File: src/rtl/shift_add_multiplier.sv
// Purpose: 8x8 unsigned shift-add multiplier. Each step adds through an external 8-bit adder.
// Latency: Done is high in the 9th cycle after the accepting edge, or the 1st cycle with MULT_ZERO_SKIP_EN and a zero operand.
// Backpressure: Ready is high only in IDLE, and Start is ignored outside IDLE. Done is a one-cycle pulse with no stall.
// Build option: define MULT_ZERO_SKIP_EN so that a zero operand skips BUSY and goes straight to DONE.

module shift_add_multiplier (
    input  logic        clk,
    input  logic        reset,
    input  logic        Start,
    input  logic [7:0]  A,
    input  logic [7:0]  B,
    output logic        Ready,
    output logic        Busy,
    output logic        Done,
    output logic [15:0] Product,
    output logic [7:0]  AddA,
    output logic [7:0]  AddB,
    input  logic [7:0]  AddSum,
    input  logic        AddCout
);

    typedef enum logic [1:0] {
        IDLE = 2'b00,
        BUSY = 2'b01,
        DONE = 2'b10
    } state_t;

    state_t      state;
    state_t      state_nxt;

    logic [7:0]  m;          // multiplicand
    logic [7:0]  q;          // multiplier, shifted out as the low product shifts in
    logic [7:0]  acc;        // high half of the partial product
    logic        c;          // carry above acc; always cleared after each step
    logic [2:0]  cnt;        // step counter, 0..7
    logic [15:0] product;

    logic [7:0]  acc_shift;
    logic [7:0]  q_shift;
    logic        accept;
    logic        last_step;

`ifdef MULT_ZERO_SKIP_EN
    logic        zero_op;
    assign zero_op = (A == 8'd0) || (B == 8'd0);
`endif

    assign accept    = (state == IDLE) && Start;
    assign last_step = (state == BUSY) && (cnt == 3'd7);

    // The adder always sees the high partial product and the multiplicand.
    assign AddA    = acc;
    assign AddB    = m;
    assign Product = product;

    // The handshake outputs depend on the state alone, so exactly one of them is high.
    assign Ready = (state == IDLE);
    assign Busy  = (state == BUSY);
    assign Done  = (state == DONE);

    // One step: add M to the partial product if Q[0] is set, then shift {carry, acc, q} right by one.
    always_comb begin
        acc_shift = {c, acc[7:1]};
        q_shift   = {acc[0], q[7:1]};
        if (q[0]) begin
            acc_shift = {AddCout, AddSum[7:1]};
            q_shift   = {AddSum[0], q[7:1]};
        end
    end

    // State register.
    always_ff @(posedge clk or posedge reset) begin
        if (reset) begin
            state <= IDLE;
        end else begin
            state <= state_nxt;
        end
    end

    // Next state: IDLE waits for Start, BUSY runs 8 steps, and DONE lasts one cycle.
    always_comb begin
        state_nxt = state;
        case (state)
            IDLE: begin
                if (Start) begin
`ifdef MULT_ZERO_SKIP_EN
                    state_nxt = zero_op ? DONE : BUSY;
`else
                    state_nxt = BUSY;
`endif
                end
            end
            BUSY: begin
                if (cnt == 3'd7) begin
                    state_nxt = DONE;
                end
            end
            DONE: begin
                state_nxt = IDLE;
            end
            default: begin
                state_nxt = IDLE;
            end
        endcase
    end

    // Datapath: load the operands on accept, step once per BUSY cycle, and latch Product on the last step.
    always_ff @(posedge clk or posedge reset) begin
        if (reset) begin
            m       <= 8'd0;
            q       <= 8'd0;
            acc     <= 8'd0;
            c       <= 1'b0;
            cnt     <= 3'd0;
            product <= 16'd0;
        end else begin
            if (accept) begin
                m   <= A;
                q   <= B;
                acc <= 8'd0;
                c   <= 1'b0;
                cnt <= 3'd0;
`ifdef MULT_ZERO_SKIP_EN
                if (zero_op) begin
                    product <= 16'd0;
                end
`endif
            end else if (state == BUSY) begin
                acc <= acc_shift;
                q   <= q_shift;
                c   <= 1'b0;
                cnt <= cnt + 3'd1;
                if (last_step) begin
                    product <= {acc_shift, q_shift};
                end
            end
        end
    end

endmodule

File: config.mk
export PLATFORM = sky130hd
export DESIGN_NAME = shift_add_multiplier
export DESIGN_NICKNAME = d
export VERILOG_FILES = /design/src/rtl/shift_add_multiplier.sv
export SDC_FILE = /design/constraint.sdc
export NUM_CORES = 1
export LEC_CHECK = 0
export ABC_AREA = 1
export CORE_AREA = 2 2 96 52
export CTS_CLUSTER_DIAMETER = 150
export CTS_CLUSTER_SIZE = 28
export DETAILED_ROUTE_END_ITERATION = 7
export DIE_AREA = 0 0 98 54
export GPL_ROUTABILITY_DRIVEN = 0
export HOLD_SLACK_MARGIN = 0.12
export PLACE_DENSITY = 0.83
export SYNTH_ARGS = -nofsm -noshare
export SYNTH_HDL_FRONTEND = slang
export SYNTH_SLANG_ARGS = --single-unit
File: constraint.sdc
create_clock -name clk -period 1.8 [get_ports clk]
set_clock_uncertainty 0.1 [all_clocks]
set_input_delay 0.45 -clock clk [delete_from_list [all_inputs] [get_ports clk]]
set_output_delay 0.45 -clock clk [all_outputs]
set_load 0.1 [all_outputs]
# Yosys cells after proc, flatten, opt, wreduce, memory -nomap -nowiden

Index checks and enable logic that the tools add are counted.

Register bits after elaboration: 46
Input bits: 28
Output and inout bits: 35
Word-level logic and storage cells: 33

Add/subtract/negate cells: 1
Eq/ne operators: 5
Muxes and demuxes: 13
Bitwise gates (word level): 1
Reductions and logical operators: 6

Operators with widths:

| cell                  | number |
|---|---|
| $mux W8               | 6 |
| $mux W3               | 2 |
| $mux W2               | 2 |
| $pmux W2 S2           | 1 |
| $add A3 B1 Y3 const B | 1 |
| $eq A3 B3 Y1 const B  | 1 |
| $reduce_and A3 Y1     | 1 |
| $eq A2 B1 Y1 const B  | 1 |
| $eq A2 B2 Y1 const B  | 1 |
| $logic_and A1 B1 Y1   | 2 |
| $logic_not A2 Y1      | 1 |
| $mux W1               | 2 |
| $ne A2 B1 Y1 const B  | 1 |
| $ne A2 B2 Y1 const B  | 1 |
| $reduce_and A2 Y1     | 1 |
| $reduce_bool A2 Y1    | 1 |
| $not A1 Y1            | 1 |

# Logic depth before layout (Yosys ltp)

Gate-level depths: netlist of run 1.

Word-level depth: 4
Depth in mapped cells: 7
Depth with buffers taken out: 6

# Least setup slack after synthesis of run 1

No wires, ideal clock.

Path kind: register to register
Start point: reg state[1]
End point: reg q[7]
Setup time: 65 ps
Data arrival time: 2402 ps
Required time: 1635 ps
Path slack: -767 ps
Stages on the path, launching flop included: 7
Buffers on the path: 1
Clock period less this slack: 2567 ps
Cells stage by stage: dfrtp_1 > nor2_1 > nand2_1 > buf_4 > nand2_1 > nand3_1 > nand2_1

Cells in the longest elaborated chain, start to end: 3
Elaborated cells between the ends (all ways): 5
Classes of those cells: eq/ne (1); mux (1); reduce/logical (3)

Ends and longest elaborated chain:

| item                                          | RTL line | text |
|---|---|---|
| start, declared                               | 28       | `state_t state;` |
| start signal, assigned                        | 76       | `state <= state_nxt;` |
| $logic_not A2 Y1 (*)                          | n/a      |  |
| via Ready                                     | 12       | `output logic Ready,` |
| $logic_and A1 B1 Y1 (*)                       | 48       | `assign accept = (state == IDLE) && Start;` |
| $mux W8 or $reduce_bool A2 Y1 (tied branches) | n/a      |  |
| end signal, assigned                          | 130      | `q <= q_shift;` |
| end, declared                                 | 32       | `logic [7:0] q;` |

Mark *: on every way through the listed nets, which the timed path passes. The rest lies on a longest branch.
A chain may end at the register's enable or synchronous reset.

# Worst setup path in the final report of run 1

Start point: reg state[0]
End point: out Done

Cells in the longest elaborated chain, start to end: 1

Ends and longest elaborated chain:

| item          | RTL line | text |
|---|---|---|
| $eq A2 B2 Y1  | 59       | `assign Done = (state == DONE);` |
| end, declared | 14       | `output logic Done,` |

Every way passes these cells.

==> flow_summary.yaml, run 1 <==
logic_synthesis:
  yosys_register_bits: 45
  synth_top_cell_area_share_pct: 59.1
  synthTopCellsByArea: "sky130_fd_sc_hd__dfrtp_1, sky130_fd_sc_hd__nand2_1, sky130_fd_sc_hd__inv_1"
  post_synth.cell_area_avg_um2: 8.51
  synth_top_family_by_area: "simple AND/OR/NAND/NOR gates"
  synthMuxAreaShare_pct: 0
  synth_area_leader_cell: "sky130_fd_sc_hd__dfrtp_1"
  yosys_warnings: 0
  synth_adder_area_share_pct: 1.31
  synth_compound_gate_area_share_pct: 5.51
  mappedNetlistArea_um2: 1910
  post_synth_num_cell_types: 18
  synth-seq-area-share_pct: 59.1
  yosys.area_share.xor_xnor_pct: 0
  yosys.area_share.simple_pct: 27.6
  syn-num-nets: 254
  post_syn_instances: 224
critical_path:
  r2r.worst_path.cells: 6
  worst-path-stages: 3
  crit_family: "flip-flops"
  timing.critical_path.required_ns: 1.25
  critPathKind: "reg2out"
  cells_along_the_critical_path: "buf_4 > nor2_4 > buf_12"
  startpoint_type: "flip-flop"
  critPathCaptureType: "output pin"
  critical-path-slowest-cell: "sky130_fd_sc_hd__dfrtp_2"
  critical-path-max-stage-delay_ns: 0.44
  cp.buffers_inverters: 2
  worst-path-max-fanout: 3
  worstPathArrival_ns: 1.21
global_routing:
  grt_use_met1_pct: 25.5
  global_route.peak_usage_layer: "met2"
  pin_count_of_the_biggest_net_entering_global_routing: 46
  grt_pass1_wl_mm: 7.60
  vias_in_the_first_global_route: 1624
  antenna_violations_before_repair: 0
  global_route.usage.met2_pct: 28.4
  global_route.overflow_total: 0
  grt.total_usage_pct: 18.9
  grtUsageMet3_pct: 7.01
cts:
  clock_insertion_delay_worst_skew_ns: 0.30
  tritoncts_buffer_count: 5
  clock_tree.htree_level_count: 2
  cts.root.buffer_cell: "sky130_fd_sc_hd__clkbuf_8"
  path_clk_slew_ns: 0.09
  cts_tree: "built"
  max-clock-path-buffers: 2
  holdBufCountCts: 0
  clkSinkCount: 45
finish:
  syn2layout_area_growth_pct: 63.6
  nNetsFinal: 325
  layout.area.seq_um2: 1130
  antenna_cells: 0
  drive_gt1_share_pct: 21.3
  post-route-cell-area_um2: 3120
  nFillCells: 335
  area_of_combinational_cells_with_multiple_inputs_um2: 672
detailed_routing:
  vias: 1657
  vias_per_cell: 4.65
  routed_wire_length_per_instance_um: 12.9
  dr.first_iter.drc_count: 105
  drc: 0
  antenna_violating_nets_post_route: 0
  totalWireLength_mm: 4.58
  first_pass_iters: 5
job:
  drv_cap: 0
die:
  top_level_ports: 63
  die_width_um: 98
  placementRows: 18
  floorplan.initialDensity_pct: 41.7
  placeableCoreArea_um2: 4570
  die-height_um: 54
  design.die.area_um2: 5290
timing:
  finalWorstPathRequiredPeriod_ns: 1.76
  layout_worst_path_cycle_share_pct: 97.9
  timing.final.hold_violations: 0
  max_clock_freq_ghz: 0.567
  setup-tns-final_ns: 0
  report.final.slew_viol_count: 0
  max_slew.worst_pin.slew_ns: 0.500
  setup-violations-final: 0
  slew_headroom_pct: 66.6
  hold_ws_ns: 0.390
  grt_setup_unrepaired: "false"
place:
  port-buffer-count: 62
  place_hpwl_mm: 3.36
  postPlaceCellArea_um2: 2970
hold_path:
  hold_path_class: "in2async"
run_status:
  outcome: "finished, final reports clean"
-- flip-flops by register name, summed over array words and instances, names as in the netlist --
register and flops:
AddB 8, Product 16, cnt 3, state 2, q 8, AddA 8
-- cell type report --
type                            instances  area share [%]
Tap cell                               60            2.41
Timing Repair Buffer                   72            33.9
Clock inverter                          1           0.963
Clock buffer                            7            2.77
Inverter                               18            2.21
Multi-Input combinational cell        153            21.5
Sequential cell                        45            36.2
-- path summary, 6_finish.rpt --
check | from | endpoint | slack, ns
worst max-delay path | state[0] | Done | 0.04
worst max register to register | cnt[0] | Product[14] | 0.26
min in group clk | cnt[2] | cnt[2] | 0.39
max in group asynchronous | reset | state[1] | 0.98
worst min-delay path | reset | Product[11] | 0.39
worst min register to register | cnt[2] | cnt[2] | 0.39
-- synthesized netlist by cell type (all sizes together) --
cell type / count
inv: 17
nand3: 9
dfrtp: 45
a21oi: 1
o22ai: 1
ha: 2
nand2: 119
nor2: 3
o21ai: 18
buf: 8
clkinv: 1
-- tightest hold or removal path, cell delays in order --
cell	delay (ns)
sky130_fd_sc_hd__clkdlybuf4s50_1	0.41
sky130_fd_sc_hd__inv_2	0.07
sky130_fd_sc_hd__buf_12	0.23
-- kinds of logic (layout without fill, tap and decap cells) --
logic type,after synthesis,count (layout)
AOI/OAI and AO/OA,20,20
and+or+nand+nor,131,131
buffers and inverters,26,98
DFF,45,45
adders and majority gates,2,2
-- metal layers --
layer	vias to the layer above	part of all wire [%]
li1	832	-
met2	68	45
met5	-	0
met1	752	45
met4	0	1.1
met3	5	9.0
-- cell usage in the layout (no fill, tap or decap) --
master	netlist	layout
sky130_fd_sc_hd__clkdlybuf4s50_1	0	27
sky130_fd_sc_hd__inv_2	2	3
sky130_fd_sc_hd__dfrtp_1	45	43
sky130_fd_sc_hd__nand3_1	9	9
sky130_fd_sc_hd__nand2_1	118	118
sky130_fd_sc_hd__o21ai_1	6	6
sky130_fd_sc_hd__nor2_4	0	2
sky130_fd_sc_hd__ha_1	2	2
sky130_fd_sc_hd__o22ai_1	1	1
sky130_fd_sc_hd__inv_1	15	14
sky130_fd_sc_hd__bufinv_16	0	1
sky130_fd_sc_hd__buf_12	0	36
sky130_fd_sc_hd__a21oi_1	1	1
sky130_fd_sc_hd__buf_4	1	9
sky130_fd_sc_hd__clkinv_2	1	1
sky130_fd_sc_hd__nand2_4	1	1
sky130_fd_sc_hd__clkbuf_1	0	1
sky130_fd_sc_hd__o21ai_0	11	11
sky130_fd_sc_hd__dfrtp_2	0	2
sky130_fd_sc_hd__o21ai_2	1	1
sky130_fd_sc_hd__clkbuf_8	0	6
sky130_fd_sc_hd__nor2_8	1	1
-- through the flow --
stage	utilization [%]	setup WS (ns)	std cells
after floorplan	-	0.0313	224
after global placement	65.0	0.174	344
after detailed placement	65.0	0.116	344
after CTS	67.6	-0.00991	352
after global routing	68.2	0.00733	356
final	68.2	0.0377	356
-- what timing repair did --
action	4_1_cts	5_1_grt
resized for setup	2	0
setup endpoints to repair	2	1
pin swaps	0	1
setup buffers	0	4
endpoints found under the hold margin	0	0
Power of run 1 is not shown: default switching activity piles up to over one toggle a cycle in this logic, so the estimate is an artifact.
==> run 2, diff against run 1 <==
Settings changed: ABC_AREA 1 to default, CORE_AREA 2 2 96 52 to 2 2 94 51, DIE_AREA 0 0 98 54 to 0 0 96 53, PLACE_DENSITY 0.83 to 0.84, SKIP_LAST_GASP from default to 1.
==> run 2 against run 1 <==
Against the previous run:
- critical path depth decreased by 1
- maximum frequency increased by 1.5%
- worst hold slack got worse by 0.042 ns
- sequential share of layout area increased by 1.1 points
- setup slack improved by 0.025 ns
- core utilization increased by 3.4 points
- final cell count decreased by 20%
- register-to-register slack got worse by 0.09 ns
- synthesized area decreased by 3.6%
- sequential cell count unchanged
- die area decreased by 3.9%
- critical endpoint is now Ready
- highest routed layer unchanged
==> flow_summary.yaml, run 2 <==
run_status:
  outcome: "finished, final reports clean"
critical_path:
  worstPathArrival_ns: 1.19
  critPathKind: "reg2out"
  cells_along_the_critical_path: "nor2_2 > buf_12"
  worst-path-max-fanout: 6
  startpoint_type: "flip-flop"
  reg2reg_to: "Product[8]"
  r2r.worst_path.cells: 6
  critical-path-slowest-cell: "sky130_fd_sc_hd__dfrtp_2"
  critPathCaptureType: "output pin"
  timing.critical_path.required_ns: 1.25
  critical-path-max-stage-delay_ns: 0.51
  launch_point_of_the_worst_reg_to_reg_path: "cnt[0]"
  reg2reg_setup_slack_ns: 0.17
  worstSetupStartpoint: "state[0]"
detailed_routing:
  dr.first_iter.drc_count: 87
  vias_per_cell: 5.00
  vias: 1420
  totalWireLength_mm: 4.42
  drc: 0
  first_pass_iters: 4
  routed_wire_length_per_instance_um: 15.6
  antenna_violating_nets_post_route: 0
timing:
  grt_setup_unrepaired: "false"
  max_slew.worst_pin.slew_ns: 0.587
  setup-violations-final: 0
  layout_worst_path_cycle_share_pct: 96.5
  hold_ws_ns: 0.347
  max_clock_freq_ghz: 0.576
  timing.final.ws_setup_ns: 0.0629
  finalWorstPathRequiredPeriod_ns: 1.74
  slew_headroom_pct: 60.8
  report.final.slew_viol_count: 0
  timing.final.hold_violations: 0
cts:
  clock_tree.htree_level_count: 2
  clkSinkCount: 45
  cts_tree: "built"
  clock_insertion_delay_worst_skew_ns: 0.29
  max-clock-path-buffers: 2
  path_clk_slew_ns: 0.08
  post_cts_buffers: 0
  cts.root.buffer_cell: "sky130_fd_sc_hd__clkbuf_8"
  tritoncts_buffer_count: 5
finish:
  mostFrequentLayoutCell: "sky130_fd_sc_hd__dfrtp_1"
  mostFrequentLayoutCells: "sky130_fd_sc_hd__dfrtp_1, sky130_fd_sc_hd__nand2_1, sky130_fd_sc_hd__buf_12, sky130_fd_sc_hd__clkdlybuf4s50_1, sky130_fd_sc_hd__mux2_2"
  final_cell_count_no_fill: 284
  antenna_cells: 0
  layout.core_utilization_pct: 71.6
  flip_flop_count_of_the_largest_register_after_layout: 16
  syn2layout_area_growth_pct: 64.9
  nNetsFinal: 256
  drive_gt1_share_pct: 32.6
  nFillCells: 294
logic_synthesis:
  synth_top_cell_area_share_pct: 61.3
  yosys.cell_count.top_type: "sky130_fd_sc_hd__dfrtp_1"
  synthTopCellsByArea: "sky130_fd_sc_hd__dfrtp_1, sky130_fd_sc_hd__mux2_2, sky130_fd_sc_hd__nand2_1"
  syn-num-nets: 188
  yosys_warnings: 0
  post_synth_num_cell_types: 21
  asyncSetResetFlopFracSynth_pct: 100
  synth_area_leader_cell: "sky130_fd_sc_hd__dfrtp_1"
  post_syn_instances: 158
  post_synth.cell_area_avg_um2: 11.6
  yosys-top-cells-count: "sky130_fd_sc_hd__dfrtp_1, sky130_fd_sc_hd__nand2_1, sky130_fd_sc_hd__mux2_2"
  mappedNetlistArea_um2: 1840
  synth-seq-area-share_pct: 61.3
  yosys_register_bits: 45
  top_flip_flop_cell_by_instance_count_after_synthesis: "sky130_fd_sc_hd__dfrtp_1"
  number_of_flops_mapped_to_enable_cells_by_yosys: 0
place:
  place_worst_setup_slack_ns: -0.136
  place_hpwl_mm: 3.17
  port-buffer-count: 62
  placedCellCount: 276
hold_path:
  hold_path_class: "in2async"
global_routing:
  grt_use_met1_pct: 29.2
  global_route.peak_usage_layer: "met1"
  pin_count_of_the_biggest_net_entering_global_routing: 22
  global_route.overflow_total: 0
  global_route.usage.met2_pct: 28.9
  grt.total_usage_pct: 19.6
  grt_pass1_wl_mm: 7.31
  grtUsageMet3_pct: 5.70
  vias_in_the_first_global_route: 1445
  antenna_violations_before_repair: 0
die:
  die_width_um: 96
  design.die.area_um2: 5090
  placementRows: 17
  placeableCoreArea_um2: 4230
  die-height_um: 53
  top_level_ports: 63
  floorplan.initialDensity_pct: 43.4
job:
  drv_cap: 0
==> run 2: cell types whose count changed after synthesis, sizes merged, moves of 7 or more <==
cell	delta
nand3	-9
inv	-13
nand2	-80
a22oi	+7
o22ai	+7
mux2	+14
mux2i	+8
==> run 2: layer usage <==
layer | wire length, um | vias up
li1 | - | 681
met1 | 2120 | 684
met2 | 1950 | 51
met3 | 315 | 4
met4 | 26 | 0
met5 | 0 | -
==> run 2: what timing repair did <==
item	CTS	global route
hold buffers	0	0
resized for setup	3	2
setup endpoints to repair	1	6
==> run 2: worst max-delay path, delay by kind of cell (launching register included) <==
family,cells,cell delay [ns]
simple gates,1,0.20
flops,1,0.51
buf+inv,1,0.19
==> run 2: layout make-up <==
cell class              count  area (um2)  share of cell area (%)
flip-flops and latches     45        1130                    37.2
repair buffers             70        1060                    34.8
multi-input cells         100         673                    22.2
well taps                  57        71.3                    2.35
clock buffers               5        68.8                    2.27
clock inverters             3        17.5                   0.578
inverters                   4        15.0                   0.495
==> run 2: kinds of logic after synthesis <==
logic type	synth area share, %
buffers and inverters	3.61
AOI/OAI and AO/OA	10.7
and+or+nand+nor	10.1
adders and majority gates	1.36
DFF	61.3
muxes	12.9
==> run 2: stage by stage <==
stage | area (um2) | setup TNS (ns)
6_report | 3030 | 0
2_1_floorplan | 1840 | -0.0210
3_3_place_gp | 2930 | -0.545
4_1_cts | 3010 | 0
3_5_place_dp | 2930 | -1.14
5_1_grt | 3030 | 0
==> run 2: worst max path at each step <==
stage / end / slack (ns) / cells after the start
floorplan: Done / -0.01 / 1
global placement: AddB[7] / -0.06 / 4
detailed placement: AddB[2] / -0.14 / 4
CTS: Busy / 0.03 / 3
global route: Done / 0.009 / 2
finish: Ready / 0.06 / 2
Power of run 2 is left out for the same reason.
